===== src/rtl/multiplier_taint_track_1bit_pkg.sv =====
// Shared types for the taint-tracking shift-and-add multiplier: FSM state
// encoding and the iteration-counter width helper.
package multiplier_taint_track_1bit_pkg;

    typedef enum logic [1:0] {
        IDLE = 2'd0,
        CALC = 2'd1,
        DONE = 2'd2
    } state_e;

    // Counter must hold values 0..num_bits.
    function automatic int cnt_width(input int num_bits);
        return $clog2(num_bits + 1);
    endfunction

endpackage


===== src/rtl/multiplier_taint_track_1bit.sv =====
// Sequential unsigned shift-and-add multiplier (one partial product per clock)
// with a 1-bit taint shadow on every datapath and control register.
module multiplier_taint_track_1bit
    import multiplier_taint_track_1bit_pkg::*;
#(
    parameter int NUM_BITS = 7
) (
    input  logic                    clk,
    input  logic                    rst,
    input  logic                    start,
    input  logic [NUM_BITS-1:0]     multiplier,
    input  logic [NUM_BITS-1:0]     multiplicand,
    input  logic                    start_t,
    input  logic                    multiplier_t,
    input  logic                    multiplicand_t,
    output logic [2*NUM_BITS-1:0]   product,
    output logic                    product_t,
    output logic                    done
);

    localparam int                  CW       = cnt_width(NUM_BITS);
    localparam int                  PW       = 2 * NUM_BITS;
    localparam logic [CW-1:0]       LAST_CNT = CW'(NUM_BITS - 1);

    state_e            state_q,     state_d;
    logic [PW-1:0]     acc_a_q,     acc_a_d;
    logic [NUM_BITS-1:0] sh_b_q,    sh_b_d;
    logic [PW-1:0]     p_q,         p_d;
    logic [CW-1:0]     cnt_q,       cnt_d;
    logic [PW-1:0]     product_q,   product_d;
    logic              done_q,      done_d;

    // Taint shadows: a_t covers acc_a, b_t covers sh_b, ctl_t covers state/count.
    logic              a_t_q,       a_t_d;
    logic              b_t_q,       b_t_d;
    logic              ctl_t_q,     ctl_t_d;
    logic              p_t_q,       p_t_d;
    logic              product_t_q, product_t_d;

    // State, datapath and taint registers.
    always_ff @(posedge clk or posedge rst) begin
        if (rst) begin
            state_q     <= IDLE;
            acc_a_q     <= {PW{1'b0}};
            sh_b_q      <= {NUM_BITS{1'b0}};
            p_q         <= {PW{1'b0}};
            cnt_q       <= {CW{1'b0}};
            product_q   <= {PW{1'b0}};
            done_q      <= 1'b0;
            a_t_q       <= 1'b0;
            b_t_q       <= 1'b0;
            ctl_t_q     <= 1'b0;
            p_t_q       <= 1'b0;
            product_t_q <= 1'b0;
        end else begin
            state_q     <= state_d;
            acc_a_q     <= acc_a_d;
            sh_b_q      <= sh_b_d;
            p_q         <= p_d;
            cnt_q       <= cnt_d;
            product_q   <= product_d;
            done_q      <= done_d;
            a_t_q       <= a_t_d;
            b_t_q       <= b_t_d;
            ctl_t_q     <= ctl_t_d;
            p_t_q       <= p_t_d;
            product_t_q <= product_t_d;
        end
    end

    // Next-state, datapath step and taint propagation.
    always_comb begin
        state_d     = state_q;
        acc_a_d     = acc_a_q;
        sh_b_d      = sh_b_q;
        p_d         = p_q;
        cnt_d       = cnt_q;
        product_d   = product_q;
        done_d      = 1'b0;
        a_t_d       = a_t_q;
        b_t_d       = b_t_q;
        ctl_t_d     = ctl_t_q;
        p_t_d       = p_t_q;
        product_t_d = product_t_q;

        case (state_q)
            IDLE: begin
                if (start) begin
                    acc_a_d = {{NUM_BITS{1'b0}}, multiplicand};
                    sh_b_d  = multiplier;
                    p_d     = {PW{1'b0}};
                    cnt_d   = {CW{1'b0}};
                    ctl_t_d = start_t;
                    a_t_d   = multiplicand_t;
                    b_t_d   = multiplier_t;
                    p_t_d   = 1'b0;
                    state_d = CALC;
                end else begin
                    state_d = IDLE;
                end
            end
            CALC: begin
                if (sh_b_q[0]) begin
                    p_d = p_q + acc_a_q;
                end else begin
                    p_d = p_q;
                end
                acc_a_d = {acc_a_q[PW-2:0], 1'b0};
                sh_b_d  = {1'b0, sh_b_q[NUM_BITS-1:1]};
                cnt_d   = cnt_q + CW'(1);
                // A tainted B bit decides whether the add happens, so b_t alone taints P.
                p_t_d   = p_t_q | (b_t_q & a_t_q) | b_t_q;
                if (cnt_q == LAST_CNT) begin
                    product_d   = p_d;
                    product_t_d = a_t_q | b_t_q | ctl_t_q;
                    done_d      = 1'b1;
                    state_d     = DONE;
                end else begin
                    state_d     = CALC;
                end
            end
            DONE: begin
                state_d = IDLE;
            end
            default: begin
                state_d = IDLE;
            end
        endcase
    end

    assign product   = product_q;
    assign product_t = product_t_q;
    assign done      = done_q;

endmodule


===== config.mk =====
export PLATFORM = sky130hd
export DESIGN_NAME = multiplier_taint_track_1bit
export DESIGN_NICKNAME = d
export VERILOG_FILES = /design/src/rtl/multiplier_taint_track_1bit_pkg.sv /design/src/rtl/multiplier_taint_track_1bit.sv
export SDC_FILE = /design/constraint.sdc
export NUM_CORES = 1
export LEC_CHECK = 0
export BUFFER_PORTS_ARGS = -buffer_cell sky130_fd_sc_hd__buf_2
export CORE_AREA = 2 2 64 91
export CTS_BUF_LIST = sky130_fd_sc_hd__clkbuf_8
export DETAILED_ROUTE_END_ITERATION = 10
export DIE_AREA = 0 0 66 93
export PLACE_DENSITY = 0.88
export SKIP_LAST_GASP = 1
export SLEW_MARGIN = 15
export SYNTH_ARGS = -nofsm -noshare
export SYNTH_HDL_FRONTEND = slang
export SYNTH_SLANG_ARGS = --single-unit

===== constraint.sdc =====
create_clock -name clk -period 4.5 [get_ports clk]
set_clock_uncertainty 0.2 [all_clocks]
set_input_delay 0.9 -clock clk [delete_from_list [all_inputs] [get_ports clk]]
set_output_delay 0.9 -clock clk [all_outputs]
set_load 0.02 [all_outputs]

==> key figures, run 1 <==
Global routing
  – Vias in the first global route: 2568
  – Initial antenna violation count: 0
  – First-pass GRT wire length: 11860 um
  – Remaining Overflow, GRT: 0
  – Pin count of the biggest net entering global routing: 53
  – GRT Total Usage: between 20% and 30%

Logic synthesis
  – Post-synth ARST share: 100.0%
  – Primary FF master, synth: dfrtp_1
  – Avg Cell Area, Syn: 9.871 sq um
  – Seq cells post-synth: 58
  – Syn nets: 351
  – Mapped Cells: 315
  – YS warnings: 0
  – EDFF count, synth: 0
  – Cell variety after synth: 47
  – Sequential area share after synthesis: 46.68%
  – Post-synthesis instance area: 0.003109 sq mm

Clock network
  – CTS buffer count: 9
  – Worst-path clk slew: approximately 0.07 ns
  – CTS resizes: 0
  – Post-CTS Hold Buffers: 0
  – Max Buffers Root-to-Sink: 2
  – Post-CTS setup repair buffer count: 0
  – CTS tree: done
  – Clock root buffer: clkbuf_8
  – Clock latency on the worst-skew pair: ~0.34 ns
  – H-tree depth: 3
  – Clk sink count: 58

Worst setup path
  – Worst EP required: around 4.5 ns
  – Crit path buf inv count: 1
  – Nature of the critical path startpoint: flop
  – Crit path cell chain: ha_1 > inv_1 > fa_1 > nor2b_1 > o21ai_2 > a21boi_1 > o31a_1 > o21ba_1 > mux2i_1 > nand2_1
  – Crit-path max FO: 3
  – Worst Setup End Kind: flop
  – Worst path max stage delay: 0.40 ns
  – CP max-delay cell: fa_1
  – Signal arrival time at the worst endpoint: around 2.7 ns
  – CP top delay family: compound AO/OA/AOI/OAI gates
  – Critical path type: reg2reg

Min path
  – HP Class: reg2reg

STA
  – Max-slew violations: 0
  – Hold Slack: 0.2751 ns
  – Final Setup Violations: 0
  – Setup WS post-layout: 1.810 ns
  – Tmin final: between 2 and 3 ns
  – RSZ-0062 raised after global routing: no
  – Maximum clock rate: 371.7 MHz
  – Hold Vio Cnt, Final: 0
  – Slew margin rel.: 42.13%
  – Total Neg Setup Slack: 0 ns
  – Crit share post-route: 59.78%
  – Least-Margin Pin Slew: around 0.87 ns

Detailed routing
  – Metal2 WL: 3709 um
  – 1st-iter DRT viols: 141
  – WL/cell: 16.75 um
  – Vias/cell: 5.976
  – Vias after detailed routing: 2516
  – Final ANT Viol Nets: 0
  – Top sig layer: met4
  – DR pass1 iterations: 5
  – Met3 WL: between 300 and 400 um
  – Detailed Route WL: 7052 um
  – Met1 Routed Length: 2820 um
  – Drt drc: 0

Placement
  – Post-DP Area: approximately 0.0033 sq mm
  – DP Wirelength: 4872 um
  – Pre-CTS setup slack: 1.807 ns
  – I/O Buffers: 35
  – Placer Congestion: 0.8288

Finish
  – Layout cells sized above 1: 18.98%
  – Area delta synth->final: 12.96%
  – NumNets Final: roughly 380
  – Fillers: approximately 450
  – Post-route cell area: between 0.003 and 0.004 sq mm
  – Antenna cell count: 0

Floorplan
  – Area of the die: 0.006138 sq mm
  – Starting Density: slightly below 60%
  – # IOs: 36
  – Horiz. Die Dim: around 66 um
  – Core area: 0.005365 sq mm
  – Row cnt: 32
  – Die Height: 93 um

Power
  – Worst vdd ir: 0.0004032 V
  – Pleak: approximately 1.7 nW
  – Pwr dens: about 670 mW/mm^2

Status
  – Outcome: completed

Flow run
  – Total of max-cap violations: 0
sequential cells by signal (all words and copies together) (netlist names), 3 cells and up:
register	flops
acc_a_q	14
cnt_q	3
p_q	14
product	14
sh_b_q	7
layer usage:
metal | vias to the layer above | track usage (%)
li1 | 1206 | -
met1 | 1225 | 30.31
met2 | 70 | 44.02
met3 | 15 | 6.017
met4 | 0 | 11.90
met5 | - | 0
worst min-delay path, cell delays in order (launching register included):
cell and delay, ns:
dfrtp_1 0.34, nand2_1 0.04, o21ai_0 0.06
final timing paths:
check,slack [ns],cells after the start,from,endpoint
max,1.81,10,acc_a_q[0],product[12]
max reg2reg,1.81,10,acc_a_q[0],product[12]
min reg2reg,0.28,2,product[4],product[4]
max in group asynchronous,3.00,3,rst,p_q[11]
min in group asynchronous,0.50,2,rst,product[13]
min,0.28,2,product[4],product[4]
placed cells by master, fill, tap and decap left out, types with 3 or more instances in the layout:
master	count
nand2b_1	3
xnor2_1	7
nor2b_1	12
nand2_1	37
nand3_1	5
a22oi_1	12
a21o_1	8
mux2i_1	7
a21oi_1	19
dfrtp_1	58
inv_1	12
clkbuf_8	12
o21ai_0	31
nor2_1	10
ha_1	15
or2_2	3
a22o_1	18
buf_2	35
nor3_1	5
mux2_2	3
buf_4	3
o21ai_1	3
clkinv_2	3
area by class of cell:
type | instances | area (sq um) | area share, %
multi-input cells | 230 | 1553 | 44.21
well taps | 68 | 85.08 | 2.423
clock buffers | 12 | 165.2 | 4.703
flip-flops and latches | 58 | 1451 | 41.33
inverters | 11 | 42.54 | 1.211
clock inverters | 4 | 17.52 | 0.4988
repair buffers | 38 | 197.7 | 5.629
synthesized netlist by cell type, types with 2 or more instances:
cell / n / area, sq um
o21a_1: 2 / 15.01
a21o_1: 8 / 60.06
nor2b_1: 12 / 75.07
a21oi_2: 2 / 17.52
nor2_1: 10 / 37.54
and3_1: 2 / 12.51
buf_2: 3 / 15.01
mux2_2: 3 / 33.78
dfrtp_1: 58 / 1451
o31a_1: 2 / 17.52
clkbuf_1: 12 / 45.04
xnor2_1: 7 / 61.31
o21ai_1: 3 / 15.01
nor3_1: 5 / 25.02
ha_1: 15 / 187.7
nand3_1: 5 / 25.02
a21oi_1: 19 / 95.09
mux2i_1: 7 / 70.07
inv_1: 11 / 41.29
a22o_1: 18 / 157.7
nand2_1: 37 / 138.9
o21bai_1: 2 / 15.01
or2_2: 3 / 18.77
o21ai_0: 31 / 155.2
or3_1: 2 / 12.51
nand2b_1: 3 / 18.77
xor2_1: 2 / 17.52
a22oi_1: 12 / 90.09
stage by stage:
stage / utilization, % / instances / total power, mW
CTS: 65.44 / 421 / 2.343
global placement: 62.03 / 405 / 1.844
floorplan: - / 315 / 1.628
detailed placement: 62.03 / 405 / 1.895
finish: 65.46 / 421 / 2.340
global route: 65.46 / 421 / 2.509
cell families after synthesis:
group           after synthesis  share of synthesized area (%)
buf+inv                      27                          3.380
compound gates              112                          24.51
mux                          10                          3.340
fa+ha+maj                    16                          6.680
flops                        58                          46.68
simple gates                 83                          12.88
xor+xnor                      9                          2.535
where the power goes:
| group | switching (mW) | internal, mW |
|---|---|---|
| registers | 0.193 | 0.726 |
| clock network | 0.195 | 0.239 |
| logic | 0.583 | 0.404 |
(Power assumes the default switching activity.)
==> run 2, diff against run 1 <==
clock period = 2.59 ns   (was 4.5 ns; I/O delays follow)
==> run 2 against run 1 <==
Net effect: global-route usage grew 0.78 points; clock power grew 65%; clock-buffer cell count fell by 2; combinational power grew 87%; critical endpoint is now p_q[12]; highest routed layer unchanged; hold slack worse by 0.068 ns; total power grew 75%; core utilization grew 1.6 points; critical path depth shrank 2.
==> key figures, run 2 (same netlist as run 1, synthesis figures left out) <==
Worst setup path
  – CP max-delay cell: dfrtp_1
  – Nature of the critical path startpoint: flop
  – Worst EP required: 2.62 ns
  – Crit-path most repeated cell: a21o_1
  – Worst path max stage delay: 0.41 ns
  – Signal arrival time at the worst endpoint: 2.49 ns
  – Crit path cell chain: ha_1 > a21o_1 > a21o_1 > a21o_1 > or3_1 > o21ba_2 > xnor2_1 > o21ai_1
  – Worst Setup End Kind: flop
  – Crit-path max FO: 6
  – Critical path type: reg2reg

Clock network
  – Max Buffers Root-to-Sink: 2
  – Clock latency on the worst-skew pair: 0.35 ns
  – H-tree depth: 3
  – Clock root buffer: clkbuf_8
  – CTS buffer count: 9
  – Clk sink count: 58
  – Post-CTS setup repair buffer count: 0
  – CTS tree: done
  – Worst-path clk slew: ~0.070 ns

STA
  – Hold Vio Cnt, Final: 0
  – Least-Margin Pin Slew: 0.4994 ns
  – Tmin final: 2.460 ns
  – Crit share post-route: 95.00%
  – Total Neg Setup Slack: 0 ns
  – Hold Slack: 0.2076 ns
  – Setup WS post-layout: 0.1296 ns
  – Max-slew violations: 0
  – Final Setup Violations: 0
  – Slew margin rel.: 66.64%
  – RSZ-0062 raised after global routing: yes
  – Maximum clock rate: 406.4 MHz

Floorplan
  – # IOs: 36
  – Starting Density: between 50% and 60%
  – Core area: 0.005365 sq mm
  – Horiz. Die Dim: 66 um
  – Area of the die: 0.006138 sq mm
  – Die Height: 93 um
  – Row cnt: 32

Placement
  – DP Wirelength: around 5200 um
  – Pre-CTS setup slack: between 0.1 and 0.15 ns
  – Post-DP Area: 0.003401 sq mm
  – Placed cells: 413
  – Placer Congestion: 0.8732
  – I/O Buffers: 35

Detailed routing
  – Vias/cell: between 6 and 7
  – Drt drc: 0
  – Final ANT Viol Nets: 0
  – Vias after detailed routing: 2633
  – WL/cell: 17.46 um
  – 1st-iter DRT viols: about 110
  – Detailed Route WL: 7507 um
  – DR pass1 iterations: 6

Finish
  – Antenna cell count: 0
  – Most common cell after layout, fill and taps aside: dfrtp_1
  – Post-Layout Cell Count: 430
  – Area delta synth->final: 15.65%
  – Post-route cell area: 0.003596 sq mm
  – Most frequent cells in the layout: dfrtp_1 (58), nand2_1 (37), buf_2 (35), o21ai_0 (31), a22o_1 (18)
  – NumNets Final: 393
  – Layout cells sized above 1: 22.10%
  – Final core area utilization: 67.02%

Power
  – Final total power: 4.107 mW
  – Pwr dens: around 1100 mW/mm^2
  – Pleak: 1.749 nW
  – Worst vdd ir: between 0.0007 and 0.0008 V

Global routing
  – Vias in the first global route: 2546
  – Pin count of the biggest net entering global routing: 28
  – First-pass GRT wire length: 12110 um
  – Remaining Overflow, GRT: 0
  – GRT Total Usage: 26.56%
  – Initial antenna violation count: 0

Flow run
  – Total of max-cap violations: 0

Status
  – Outcome: completed

Min path
  – HP Class: in2reg
[run 2: worst paths after layout]
path                          startpoint    endpoint  slack (ns)  depth (start not counted)
max                           acc_a_q[9]     p_q[12]        0.13                          8
min                        multiplier[6]   sh_b_q[6]        0.21                          2
max reg2reg                   acc_a_q[9]     p_q[12]        0.13                          8
min reg2reg                   product[4]  product[4]        0.27                          2
max in group asynchronous            rst  product[4]        1.11                          4
min in group asynchronous            rst  acc_a_q[9]        0.53                          3
[run 2: area by class of cell]
type | instances | area, sq um
clock buffer | 10 | 137.6
clock inverter | 6 | 26.28
fill | 417 | 1769
inverter | 11 | 41.29
multi-input combinational | 230 | 1574
sequential | 58 | 1451
tap | 68 | 85.08
timing repair buffer | 47 | 280.3
[run 2: layer usage]
metal  vias to the layer above  global-route usage (%)  share of wire [%]
li1                       1229                       -                  -
met1                      1296                   32.54                 39
met2                        84                   43.27                 52
met3                        24                   5.535                5.7
met4                         0                   14.80                3.3
met5                         -                       0                  0
[run 2: critical path, delay by kind of cell (launching register included)]
kind	cells	cell delay [ns]
and+or+nand+nor	1	0.31
AOI/OAI and AO/OA	5	0.88
DFF	1	0.41
xor gates and xnor gates	1	0.14
adders and majority gates	1	0.41
[run 2: power by group]
group | switching, mW | internal (mW)
registers | 0.280 | 1.26
logic | 1.10 | 0.747
clock network | 0.358 | 0.357
total | 1.74 | 2.37
[run 2: what timing repair did]
action,4_1_cts,5_1_grt
resized for setup,0,6
setup endpoints to repair,0,5
endpoints found under the hold margin,16,0
hold buffers,1,0
